[src/rtl/uart_rx_ctrl.sv]
// uart_rx_ctrl: RX synchroniser, start detect, bit-centre strobes for uart_rx, and a FWFT byte FIFO.
// Build option UART_RX_GLITCH_FILTER_EN adds a 3-sample majority filter in front of rx_sync_out.
module uart_rx_ctrl #(
  parameter int unsigned CLK_HZ     = 100_000_000,
  parameter int unsigned BAUD       = 115200,
  parameter int unsigned FIFO_DEPTH = 4
) (
  input  logic       clk,
  input  logic       reset_n,
  input  logic       rx_pin,
  output logic       rx_sync_out,
  output logic       center_tick,
  input  logic [7:0] rx_data,
  input  logic       rx_valid,
  input  logic       rx_frame_error,
  output logic [7:0] byte_data,
  output logic       byte_valid,
  input  logic       byte_ready,
  input  logic       clr_status,
  output logic       busy,
  output logic       overflow,
  output logic [7:0] frame_err_count
);

  localparam int unsigned TICKS_PER_BIT = CLK_HZ / BAUD;
  localparam int unsigned HALF_BIT      = TICKS_PER_BIT / 2;
  localparam int unsigned CNT_W         = $clog2(TICKS_PER_BIT);
  localparam int unsigned PTR_W         = $clog2(FIFO_DEPTH);
  localparam int unsigned FILL_W        = PTR_W + 1;

  localparam logic [CNT_W-1:0]  CNT_ONE   = CNT_W'(1);
  localparam logic [CNT_W-1:0]  BIT_LOAD  = CNT_W'(TICKS_PER_BIT - 1);
  localparam logic [CNT_W-1:0]  HALF_LOAD = CNT_W'(HALF_BIT - 1);
  localparam logic [CNT_W-1:0]  WIN_LOAD  = CNT_W'(1);
  localparam logic [PTR_W-1:0]  PTR_ONE   = PTR_W'(1);
  localparam logic [FILL_W-1:0] FILL_ONE  = FILL_W'(1);
  localparam logic [FILL_W-1:0] FILL_FULL = FILL_W'(FIFO_DEPTH);

  logic sync_1, sync_2, sync_prev, fall_edge;

  always_ff @(posedge clk or negedge reset_n) begin
    if (!reset_n) begin
      sync_1 <= 1'b1;
      sync_2 <= 1'b1;
    end else begin
      sync_1 <= rx_pin;
      sync_2 <= sync_1;
    end
  end

`ifdef UART_RX_GLITCH_FILTER_EN
  // The vote spans the newest three samples so the filter costs only one extra cycle.
  logic sync_3, vote, filt_q;

  assign vote = (sync_1 & sync_2) | (sync_1 & sync_3) | (sync_2 & sync_3);

  always_ff @(posedge clk or negedge reset_n) begin
    if (!reset_n) begin
      sync_3 <= 1'b1;
      filt_q <= 1'b1;
    end else begin
      sync_3 <= sync_2;
      filt_q <= vote;
    end
  end

  assign rx_sync_out = filt_q;
`else
  assign rx_sync_out = sync_2;
`endif

  always_ff @(posedge clk or negedge reset_n) begin
    if (!reset_n) sync_prev <= 1'b1;
    else          sync_prev <= rx_sync_out;
  end

  assign fall_edge = sync_prev & ~rx_sync_out;

  // state  | meaning
  // IDLE   | line idle, waiting for a falling edge
  // START  | half-bit wait, then confirm the start bit is still low
  // DATA   | one centre strobe per bit period for the 8 data bits
  // STOP   | one more bit period, strobe the stop bit
  // RESULT | two-cycle window to collect uart_rx's verdict
  typedef enum logic [2:0] {
    IDLE   = 3'd0,
    START  = 3'd1,
    DATA   = 3'd2,
    STOP   = 3'd3,
    RESULT = 3'd4
  } state_t;

  state_t           state, state_nxt;
  logic [CNT_W-1:0] tick_cnt, tick_nxt;
  logic [2:0]       bit_cnt, bit_nxt;
  logic             tc;
  logic             push_req, err_inc;

  assign tc = (tick_cnt == '0);

  always_ff @(posedge clk or negedge reset_n) begin
    if (!reset_n) begin
      state    <= IDLE;
      tick_cnt <= '0;
      bit_cnt  <= '0;
    end else begin
      state    <= state_nxt;
      tick_cnt <= tick_nxt;
      bit_cnt  <= bit_nxt;
    end
  end

  always_comb begin
    state_nxt = state;
    tick_nxt  = tick_cnt;
    bit_nxt   = bit_cnt;
    case (state)
      IDLE: begin
        if (fall_edge) begin
          state_nxt = START;
          tick_nxt  = HALF_LOAD;
        end
      end
      START: begin
        if (!tc) begin
          tick_nxt = tick_cnt - CNT_ONE;
        end else if (!rx_sync_out) begin
          state_nxt = DATA;
          tick_nxt  = BIT_LOAD;
          bit_nxt   = '0;
        end else begin
          state_nxt = IDLE;
        end
      end
      DATA: begin
        if (!tc) begin
          tick_nxt = tick_cnt - CNT_ONE;
        end else begin
          tick_nxt = BIT_LOAD;
          bit_nxt  = bit_cnt + 3'd1;
          if (bit_cnt == 3'd7) state_nxt = STOP;
        end
      end
      STOP: begin
        if (!tc) begin
          tick_nxt = tick_cnt - CNT_ONE;
        end else begin
          state_nxt = RESULT;
          tick_nxt  = WIN_LOAD;
        end
      end
      RESULT: begin
        if (rx_valid || rx_frame_error || tc) state_nxt = IDLE;
        else                                  tick_nxt  = tick_cnt - CNT_ONE;
      end
      default: state_nxt = IDLE;
    endcase
  end

  // A missing verdict at the end of the window is treated as a bad frame.
  always_comb begin
    center_tick = 1'b0;
    push_req    = 1'b0;
    err_inc     = 1'b0;
    busy        = (state != IDLE);
    case (state)
      START:      center_tick = tc & ~rx_sync_out;
      DATA, STOP: center_tick = tc;
      RESULT: begin
        if (rx_frame_error)  err_inc  = 1'b1;
        else if (rx_valid)   push_req = 1'b1;
        else if (tc)         err_inc  = 1'b1;
      end
      default: ;
    endcase
  end

  logic [7:0]        mem [FIFO_DEPTH];
  logic [PTR_W-1:0]  wr_ptr, rd_ptr;
  logic [FILL_W-1:0] fill;
  logic              full, pop, do_push;

  assign full       = (fill == FILL_FULL);
  assign byte_valid = (fill != '0);
  assign pop        = byte_valid & byte_ready;
  assign do_push    = push_req & (~full | pop);
  assign byte_data  = byte_valid ? mem[rd_ptr] : 8'h00;

  always_ff @(posedge clk or negedge reset_n) begin
    if (!reset_n) begin
      wr_ptr <= '0;
      rd_ptr <= '0;
      fill   <= '0;
    end else begin
      if (do_push) wr_ptr <= wr_ptr + PTR_ONE;
      if (pop)     rd_ptr <= rd_ptr + PTR_ONE;
      case ({do_push, pop})
        2'b10:   fill <= fill + FILL_ONE;
        2'b01:   fill <= fill - FILL_ONE;
        default: fill <= fill;
      endcase
    end
  end

  always_ff @(posedge clk) begin
    if (do_push) mem[wr_ptr] <= rx_data;
  end

  // A set or increment in the same cycle as clr_status takes priority over the clear.
  always_ff @(posedge clk or negedge reset_n) begin
    if (!reset_n) begin
      overflow        <= 1'b0;
      frame_err_count <= 8'h00;
    end else begin
      if (push_req && full && !pop) overflow <= 1'b1;
      else if (clr_status)          overflow <= 1'b0;

      if (err_inc) begin
        if (clr_status)                    frame_err_count <= 8'd1;
        else if (frame_err_count != 8'hFF) frame_err_count <= frame_err_count + 8'd1;
      end else if (clr_status) begin
        frame_err_count <= 8'h00;
      end
    end
  end

endmodule

[config.mk]
export PLATFORM = sky130hd
export DESIGN_NAME = uart_rx_ctrl
export DESIGN_NICKNAME = d
export VERILOG_FILES = /design/src/rtl/uart_rx_ctrl.sv
export SDC_FILE = /design/constraint.sdc
export NUM_CORES = 1
export LEC_CHECK = 0
export CORE_MARGIN = 10
export CORE_UTILIZATION = 57
export CTS_CLUSTER_SIZE = 16
export DETAILED_ROUTE_END_ITERATION = 6
export DONT_BUFFER_PORTS = 1
export GPL_ROUTABILITY_DRIVEN = 0
export GPL_TIMING_DRIVEN = 0
export PLACE_DENSITY = 0.72
export SYNTH_ARGS = -nofsm -noshare
export SYNTH_HDL_FRONTEND = slang
export SYNTH_SLANG_ARGS = --single-unit
[constraint.sdc]
create_clock -name clk -period 2.3 [get_ports clk]
set_input_delay 0.345 -clock clk [delete_from_list [all_inputs] [get_ports clk]]
set_output_delay 0.345 -clock clk [all_outputs]
set_load 0.01 [all_outputs]
# Word-level counts from Yosys, hierarchy flattened
# Memories as Yosys holds them, arrays and structs flattened.
# Index checks and enable logic that the tools add are counted.
[op_classes]
n_reduce_logical = 20
n_mux = 37
bitwise_logic = 7
eq_ne = 18
n_addsub = 7
[ops]
columns = ["operator", "count"]
rows = [
  ["$mux 10", 6],
  ["$pmux 10 s5", 1],
  ["$mux 8", 5],
  ["$mux 3", 9],
  ["$ne 2x2->1 const B", 8],
  ["$pmux 3 s5", 1],
  ["$pmux 3 s2", 2],
  ["$mux 1", 11],
  ["$logic_not 10->1", 1],
  ["$reduce_bool 2->1", 5],
  ["$sub 10x1->10 const B", 1],
  ["$eq 3x3->1 const B", 3],
  ["$add 8x1->8 const B", 1],
  ["$ne 8x8->1 const B", 1],
  ["$reduce_and 4->1", 2],
  ["$add 3x1->3 const B", 2],
  ["$eq 3x2->1 const B", 2],
  ["$reduce_and 6->1", 1],
  ["$reduce_bool 3->1", 2],
  ["$reduce_bool 5->1", 1],
  ["$add 2x1->2 const B", 2],
  ["$and 1x1->1", 4],
  ["$eq 3x1->1 const B", 1],
  ["$logic_not 3->1", 1],
  ["13 further kinds", 16],
]
[totals]
regBits = 35
ramBits = 32
memories = 1
out_inout_bits = 21
input_bits = 15
[memory_table]
columns = ["name", "depth", "word_bits", "read_ports", "rd_clocked_by_memory_dff", "write_ports", "line", "source"]
rows = [
  ["mem", 4, 8, 1, 0, 1, "178", "logic [7:0] mem [FIFO_DEPTH];"],
]

# Depth between registers and ports, before layout
# Gate-level depths: netlist of run 1.
[depth]
ltp_word = 7
mapped_depth = 12
mapped_depth_nobuf = 11

# Least setup slack after synthesis of run 1
# No wires, ideal clock.
[synth_path]
path_kind = "register -> register"
start = "register tick_cnt[0]"
end = "register frame_err_count[5]"
required_ns = 2.172
stages_incl_launch_ff = 9
arrival_ns = 2.235
synth_period_minus_slack_ns = 2.362
n_path_buf = 1
setup_slack_ns = -0.062
path_cell_list = "dfrtp_1 inv_1 ha_1 or4b_1 clkbuf_1 o41ai_4 nand4_1 nor2_1 mux2_1"
[synth_between]
elab_chain_len = 7
[synth_lines]
columns = ["item", "line", "source"]
rows = [
  ["start: declaration", "94", "logic [CNT_W-1:0] tick_cnt, tick_nxt;"],
  ["start signal: assignment", "108", "tick_cnt <= tick_nxt;"],
  ["$logic_not 10->1 (*)", "99", "assign tc = (tick_cnt == '0);"],
  ["$mux 1 (*)", "172", "else if (tc) err_inc = 1'b1;"],
  ["$mux 1 (*)", "171", "else if (rx_valid) push_req = 1'b1;"],
  ["$mux 1 (*)", "170", "if (rx_frame_error) err_inc = 1'b1;"],
  ["$mux 1 (*)", "166", "case (state)"],
  ["$reduce_bool 2->1 (no line)", "--", ""],
  ["$reduce_and 2->1 (no line)", "--", ""],
  ["end signal: assignment", "220", "else if (frame_err_count != 8'hFF) frame_err_count <= frame_err_count + 8'd1;"],
  ["end: declaration", "22", "output logic [7:0] frame_err_count"],
]
# Every way passes the cells marked *; elsewhere a longest branch is shown, timed or not.
# A chain may end at the register's enable or synchronous reset.

# Final worst setup path of run 1
[layout_path]
start = "register tick_cnt[0]"
end = "output center_tick"
[layout_between]
elab_chain_len = 3
[layout_lines]
columns = ["item", "line", "source"]
rows = [
  ["$logic_not 10->1 (*)", "99", ""],
  ["$and 1x1->1", "167", "START: center_tick = tc & ~rx_sync_out;"],
  ["$pmux 1 s2 (*)", "166", ""],
  ["end: declaration", "12", "output logic center_tick,"],
]
# Marked as above.

==> results of run 1 <==
## cell families (layout without fill, tap and decap cells)
group                    after synthesis  count (layout)  synth area share
adder cells (fa/ha/maj)               11              11            0.0438
buffers and inverters                 25              66            0.0309
multiplexers                          13              13            0.0702
flip-flops                            67              67             0.555
XOR/XNOR                               9               9            0.0238
AND/OR/NAND/NOR                       95              95             0.156
AO/OA/AOI/OAI                         56              56             0.120
## power by group through the flow
stage | Combinational, mW | Sequential [mW] | Clock (mW)
6_report | 1.57 | 1.62 | 0.900
5_1_grt | 1.75 | 1.64 | 0.979
4_1_cts | 1.46 | 1.61 | 0.927
3_5_place_dp | 1.24 | 1.59 | 0
3_3_place_gp | 1.21 | 1.58 | 0
2_1_floorplan | 1.04 | 1.55 | 0
## path summary, 6_finish.rpt
path                                         start  cells after the start                      to  slack [ps]
max                        tick_cnt[0]$_DFFE_PN0P_                      6             center_tick         -30
min                                     rx_data[1]                      0     mem[1][1]$_DFFE_PP_         100
max reg2reg                tick_cnt[0]$_DFFE_PN0P_                      7  bit_cnt[2]$_DFFE_PN0P_          50
min reg2reg                       sync_1$_DFF_PN1_                      0   rx_sync_out$_DFF_PN1_         360
max in group asynchronous                  reset_n                      2   rx_sync_out$_DFF_PN1_        1610
min in group asynchronous                  reset_n                      2  bit_cnt[0]$_DFFE_PN0P_         450
## sequential cells by signal, indices dropped and copies added, names as in the netlist
signal / flops
mem: 32
rd_ptr: 2
sync_1: 1
state: 3
tick_cnt: 10
rx_sync_out: 1
bit_cnt: 3
overflow: 1
wr_ptr: 2
sync_prev: 1
fill: 3
frame_err_count: 8
## placed cells by master (no fill, tap or decap), types with 3 or more instances in the layout
cell,n
clkbuf_2,3
buf_4,24
nor4_1,3
dfrtp_2,3
nor2_1,18
xor2_1,6
a21oi_1,9
and3_1,3
or3_1,3
a31oi_1,3
dfstp_2,3
nor2b_1,3
and2_1,13
o21ai_0,8
clkbuf_8,9
mux2i_1,3
edfxtp_1,32
o2bb2ai_1,4
o31ai_1,3
or3_4,3
inv_1,9
nor3_1,7
nand2_1,10
clkbuf_1,4
ha_1,7
nand3_1,7
mux4_2,8
o21ai_1,4
buf_6,3
xnor2_1,3
nand2b_1,4
clkinv_1,3
dfrtp_1,29
## final cells by class
| cell class | instances | area share |
|---|---|---|
| Buffer | 9 | 0.0112 |
| Clock buffer | 9 | 0.0309 |
| Clock inverter | 7 | 0.0147 |
| Inverter | 12 | 0.0122 |
| Multi-Input combinational cell | 184 | 0.388 |
| Sequential cell | 67 | 0.460 |
| Tap cell | 72 | 0.0225 |
| Timing Repair Buffer | 29 | 0.0606 |
## through the flow
step           hold slack, ps  TNS (ps)
2_1_floorplan            49.4     -19.0
3_3_place_gp             50.8     -4820
3_5_place_dp             50.8     -6210
4_1_cts                  89.5      -619
5_1_grt                  80.0      -507
6_report                  104     -25.5
## metal layers
metal	vias to the layer above	global-route usage
li1	1090	-
met1	1121	0.189
met2	71	0.247
met3	18	0.0537
met4	0	0.0749
met5	-	0
## what timing repair did
action | CTS | global route
gates resized for setup | 28 | 26
hold endpoints to repair | 36 | 0
setup endpoints to repair | 60 | 58
setup buffers | 20 | 8
pin swaps | 15 | 17
hold buffers | 3 | 0
==> metrics, run 1 <==
status=finished with violations; violated checks=negative setup slack; layout cells sized above 1=0.306; metal2 WL=roughly 3.4 mm; Post-Syn Area per Cell=between 10 and 15 um2; internal power=between 2 and 3 mW; final clock skew=approximately 10 ps; Top FF cell, synth=edfxtp_1; Vias/cell=between 5 and 6; post-layout worst setup margin=-25.5 ps; first-pass GRT wire length=between 10 and 15 mm; post-synth top area share=0.290; DR pass1 iterations=4; Buf/Inv on CP=1; slowest CP cell=or4b_4; max incr delay on CP=around 540 ps; Worst Path Max Fanout=7; area added between synthesis and finish=20.8%; routed via count=2300; Total Die Area=just over 9000 um2; H-Tree Level Count=3; top-level port count=36; top post-synthesis cells by count=dfrtp_1 (32), edfxtp_1 (32), nor2_1 (20), and2_1 (13); mapped cell area=3320 um2; fmax=430 MHz; worst IR drop on VDD=~0.00070 V; CTS root buf=clkbuf_8; Ant. Diodes=0; Die Height=just under 100 um; pin count of the biggest net entering global routing=36; Hold Vio Cnt, Final=0; CTS clk-pin slew, worst paths=70 ps; FF+latch count, synth=between 60 and 70; highest routed layer=met4; Placed Cells incl. Taps=between 300 and 400; CP endpoint kind=primary output; Worst EP required=1960 ps; DR WL/cell=17.9 um; core area=around 5600 um2; delay-heaviest family, CP=simple AND/OR/NAND/NOR gates; GRT Total Usage=0.157; CTS max path bufs=2; Remaining DRCs=0; Hold Path Class=in2reg; DP Wirelength=between 4 and 5 mm; Combinational Power Share=0.384; Post-Place Worst Slack=-347 ps; critical path launch point type=flip-flop; Non-Filler Instances=slightly below 400; Inserted Clock Buffers=9; CP Cell Sequence=inv_2 -> ha_4 -> or4b_4 -> nor3_4 -> nand2_2 -> nor2_4; final antenna-violating net count=0; Net Sw Frac=0.345; WL met3=roughly 530 um; max_slew headroom=0.608; FILL cells=~370; FF/Latch Area=~1800 um2; Final #Nets=approximately 340; yosys warns=0; Cells after Synth=between 200 and 300; fin util=0.719; Design Area, Final=between 4000 and 5000 um2; Clock Power Share=0.220; CTS tree=done; setup violators final=1; Final period util=1.01; Clock Latency Late Sink=330 ps; Async SR Flop Fraction=0.522; Synthesized Nets=between 300 and 400; Yosys cell types=57; # rows=27; WL met1=around 2.8 mm; Leak=between 1.5 and 2 nW; WP data arrival=just under 2000 ps; fin. max-slew vios=0; Placed Area=~3400 um2; min Tclk post-route=between 2000 and 2500 ps; Post-synth EDFFs=32; Sw Pwr=~1.4 mW; worst-margin pin slew=just under 600 ps; Seq/Total Area, Yosys=0.555; final wirelength=between 6 and 7 mm; Pwr per Cell Area=between 1000 and 1500 nW/um2; CTS Sinks=between 60 and 70; max-capacitance violation count=0; number of global-route vias before repair=2303; Seq pwr share=0.396; Synth area leader=edfxtp_1; initial antenna violation count=0; Final Power=around 4.1 mW; Starting Density=0.595; area of the multi-input gates=1550 um2; DR iter-0 viols=about 130; I/O Buffers=0; RSZ-0062 raised after global routing=yes; Die Width=roughly 96 um; total grt overflow=0; Setup CP Type=reg2out; Synth area leaders=edfxtp_1 (29%), dfrtp_1 (24%), mux4_2 (5.4%), ha_1 (3.8%), and2_1 (2.5%)
Note: power is estimated with default switching activity, not from simulation.
==> run 2: changes to the inputs <==
- ABC_AREA: unset -> 1
- CORE_MARGIN: 10 -> 2
==> run 2 against run 1 <==
Against the previous run:
- clock power is 8.6% higher
- cell count increased by 24%
- count of clock-buffer cells in the layout increased by 3
- synthesized cell count up 41%
- non-clock buffer count shrank 29
- the flow now finishes without violations
- flip-flop and latch count unchanged
- largest cell class unchanged
==> metrics, run 2 <==
status=completed; core area=5890 um2 (+5.6%); Hold Path Class=in2reg; fin. max-slew vios=0 (unchanged); routed via count=2565 (+12%); RSZ-0062 raised after global routing=no; DP Wirelength=4.70 mm (+5.5%); setup violators final=0 (-1); delay-heaviest family, CP=buffers and inverters; Post-Place Worst Slack=-36.7 ps (+310 ps); I/O Buffers=0 (unchanged); worst hold start=rx_data[3]; H-Tree Level Count=3 (unchanged); Cells after Synth=390 (+41%); DR pass1 iterations=4 (unchanged); CP startpoint=rd_ptr[1]$_DFFE_PN0P_; slowest CP cell=dfrtp_1; top post-synthesis cells by count=nand2_1 (90), nor2_1 (54), inv_1 (36), nand3_1 (33), o21ai_0 (33); number of global-route vias before repair=2466 (+7.1%); Yosys cell types=35 (-39%); Non-Filler Instances=484 (+24%); top-level port count=36 (unchanged); Placed Cells incl. Taps=465 (+34%); max_slew headroom=0.497 (-0.111); post-synth top area share=0.279 (-0.0107); mapped cell area=3440 um2 (+3.8%); CP Depth=5 (-1); worst r2r dst=fill[2]$_DFFE_PN0P_; first-pass GRT wire length=11.0 mm (-1.6%); pin count of the biggest net entering global routing=36 (unchanged); Inserted Clock Buffers=9 (unchanged); Post-synth EDFFs=32 (unchanged); Top FF cell, synth=edfxtp_1; Buf/Inv on CP=2 (+1); flop2flop setup slack=200 ps (+150 ps); CP endpoint=byte_data[4]; FF-to-FF Start=state[1]$_DFFE_PN0P_; most frequent cells in the layout=nand2_1 (90), nor2_1 (53), inv_1 (36); worst IR drop on VDD=0.000612 V (-13%); Setup CP Type=reg2out; post-layout worst setup margin=176 ps (+201 ps); Biggest register=mem; Hold Vio Cnt, Final=0 (unchanged); Placed Area=3540 um2 (+3.4%); Clock Latency Late Sink=340 ps (about the same); Remaining DRCs=0 (unchanged); yosys warns=0 (unchanged); setup tns final=0 ps (+25.5 ps); commonest non-fill, non-tap cell in the layout=nand2_1; CTS root buf=clkbuf_8; GRT Total Usage=0.222 (+0.0651); final clock skew=6.93 ps (-2.92 ps); Post-Syn Area per Cell=8.83 um2 (-27%); Ant. Diodes=0 (unchanged); critical path launch point type=flip-flop; Vias/cell=5.30 (-10%); Async SR Flop Fraction=0.522 (unchanged); max reg flops=32 (unchanged); WP data arrival=1780 ps (-200 ps); CP endpoint kind=primary output; Synth area leaders=edfxtp_1 (28%), dfrtp_1 (23%), nand2_1 (9.8%), nor2_1 (5.9%), nand3_1 (4.8%); Synth area leader=edfxtp_1; CTS max path bufs=2 (unchanged); Starting Density=0.585 (-0.00982); Total Die Area=6680 um2 (-28%); CTS Sinks=67 (unchanged); biggest regs=mem (32), tick_cnt (10), frame_err_count (8); Seq/Total Area, Yosys=0.534 (-0.0206); final wirelength=6.68 mm (-4.0%); length in cells of the worst reg-to-reg path=10 (+3); most frequent cell after synthesis=nand2_1; final antenna-violating net count=0 (unchanged); FF+latch count, synth=67 (unchanged); CTS tree=done; total grt overflow=0 (unchanged); Worst Path Max Fanout=9 (+2); layout cells sized above 1=0.125 (-0.181); fin util=0.644 (-0.0746); Die Height=81.7 um (-15%); Worst EP required=1960 ps (about the same); area added between synthesis and finish=10.1%; initial antenna violation count=0 (unchanged); CTS clk-pin slew, worst paths=70 ps (about the same); DR WL/cell=13.8 um (-23%); Final period util=0.924 (-0.0875); Leak=1.66 nW (+6.1%); Die Width=81.7 um (-15%); # rows=28 (+3.7%); max-capacitance violation count=0 (unchanged); max incr delay on CP=320 ps (-220 ps); fmax=471 MHz (+9.5%); worst-margin pin slew=751 ps (+169 ps); min Tclk post-route=2120 ps (-201 ps); Synthesized Nets=416 (+38%); Design Area, Final=3790 um2 (-5.4%); Pwr per Cell Area=792 nW/um2 (-22%); DR iter-0 viols=172 (+31%); CP Cell Sequence=buf_2 -> clkinv_1 -> nor2_1 -> o21ai_0 -> a21oi_1; Final #Nets=430 (+27%)
==> run 2: timing repair <==
item,CTS,global route
endpoints found under the hold margin,36,0
gates resized for setup,1,2
endpoints found under the setup margin,1,30
hold buffers,3,0
pin swaps,0,0
buffers inserted,0,1
==> run 2: worst min path at each step <==
stage | endpoint | cells after the start | slack [ps]
after global placement | rd_ptr[1]$_DFFE_PN0P_ | 0 | 50
after CTS | mem[2][6]$_DFFE_PP_ | 0 | 80
after floorplan | bit_cnt[0]$_DFFE_PN0P_ | 0 | 50
final | mem[2][3]$_DFFE_PP_ | 0 | 90
after detailed placement | rd_ptr[1]$_DFFE_PN0P_ | 0 | 50
after global routing | mem[3][5]$_DFFE_PP_ | 0 | 80
==> run 2: cells by family (layout without fill, tap and decap cells) <==
group,Yosys count,after routing,share of synthesized area
AO/OA/AOI/OAI,54,54,0.0883
XOR/XNOR,9,9,0.0229
adder cells (fa/ha/maj),11,11,0.0421
buffers and inverters,50,69,0.0581
flip-flops,67,67,0.534
AND/OR/NAND/NOR,199,199,0.254
==> run 2: layout make-up <==
class / instances / area, um2
clock inverter: 4 / 50.0
clock buffer: 12 / 145
tap: 75 / 93.8
buffer: 5 / 31.3
inverter: 44 / 169
sequential: 67 / 1840
multi-input combinational: 273 / 1420
timing repair buffer: 4 / 47.5
fill: 474 / 2090
==> run 2: stage by stage <==
step	hold WS (ps)	power (mW)
after floorplan	49.4	1.87
after global placement	50.9	2.00
after detailed placement	50.7	2.02
after CTS	81.1	3.01
after global routing	78.9	3.18
final	92.9	3.00
==> run 2: routing by layer <==
layer / wire, um / part of all wire / vias to the layer above / track usage
li1: - / - / 1308 / -
met2: 3240 / 0.49 / 63 / 0.351
met4: 136 / 0.020 / 0 / 0.117
met3: 380 / 0.057 / 13 / 0.0560
met5: 0 / 0 / - / 0
met1: 2920 / 0.44 / 1181 / 0.282
==> run 2: power breakdown <==
part           switching, mW  internal [mW]
Combinational          0.476          0.216
Sequential            0.0239           1.31
Clock                  0.448          0.529
Total                  0.948           2.05
==> run 2: worst register-to-register path, delay by kind of cell (launching register included) <==
family          cells  cell delay (ps)
buf+inv             2              160
flops               1              470
simple gates        3              400
fa+ha+maj           2              540
compound gates      2              260
xor+xnor            1              150
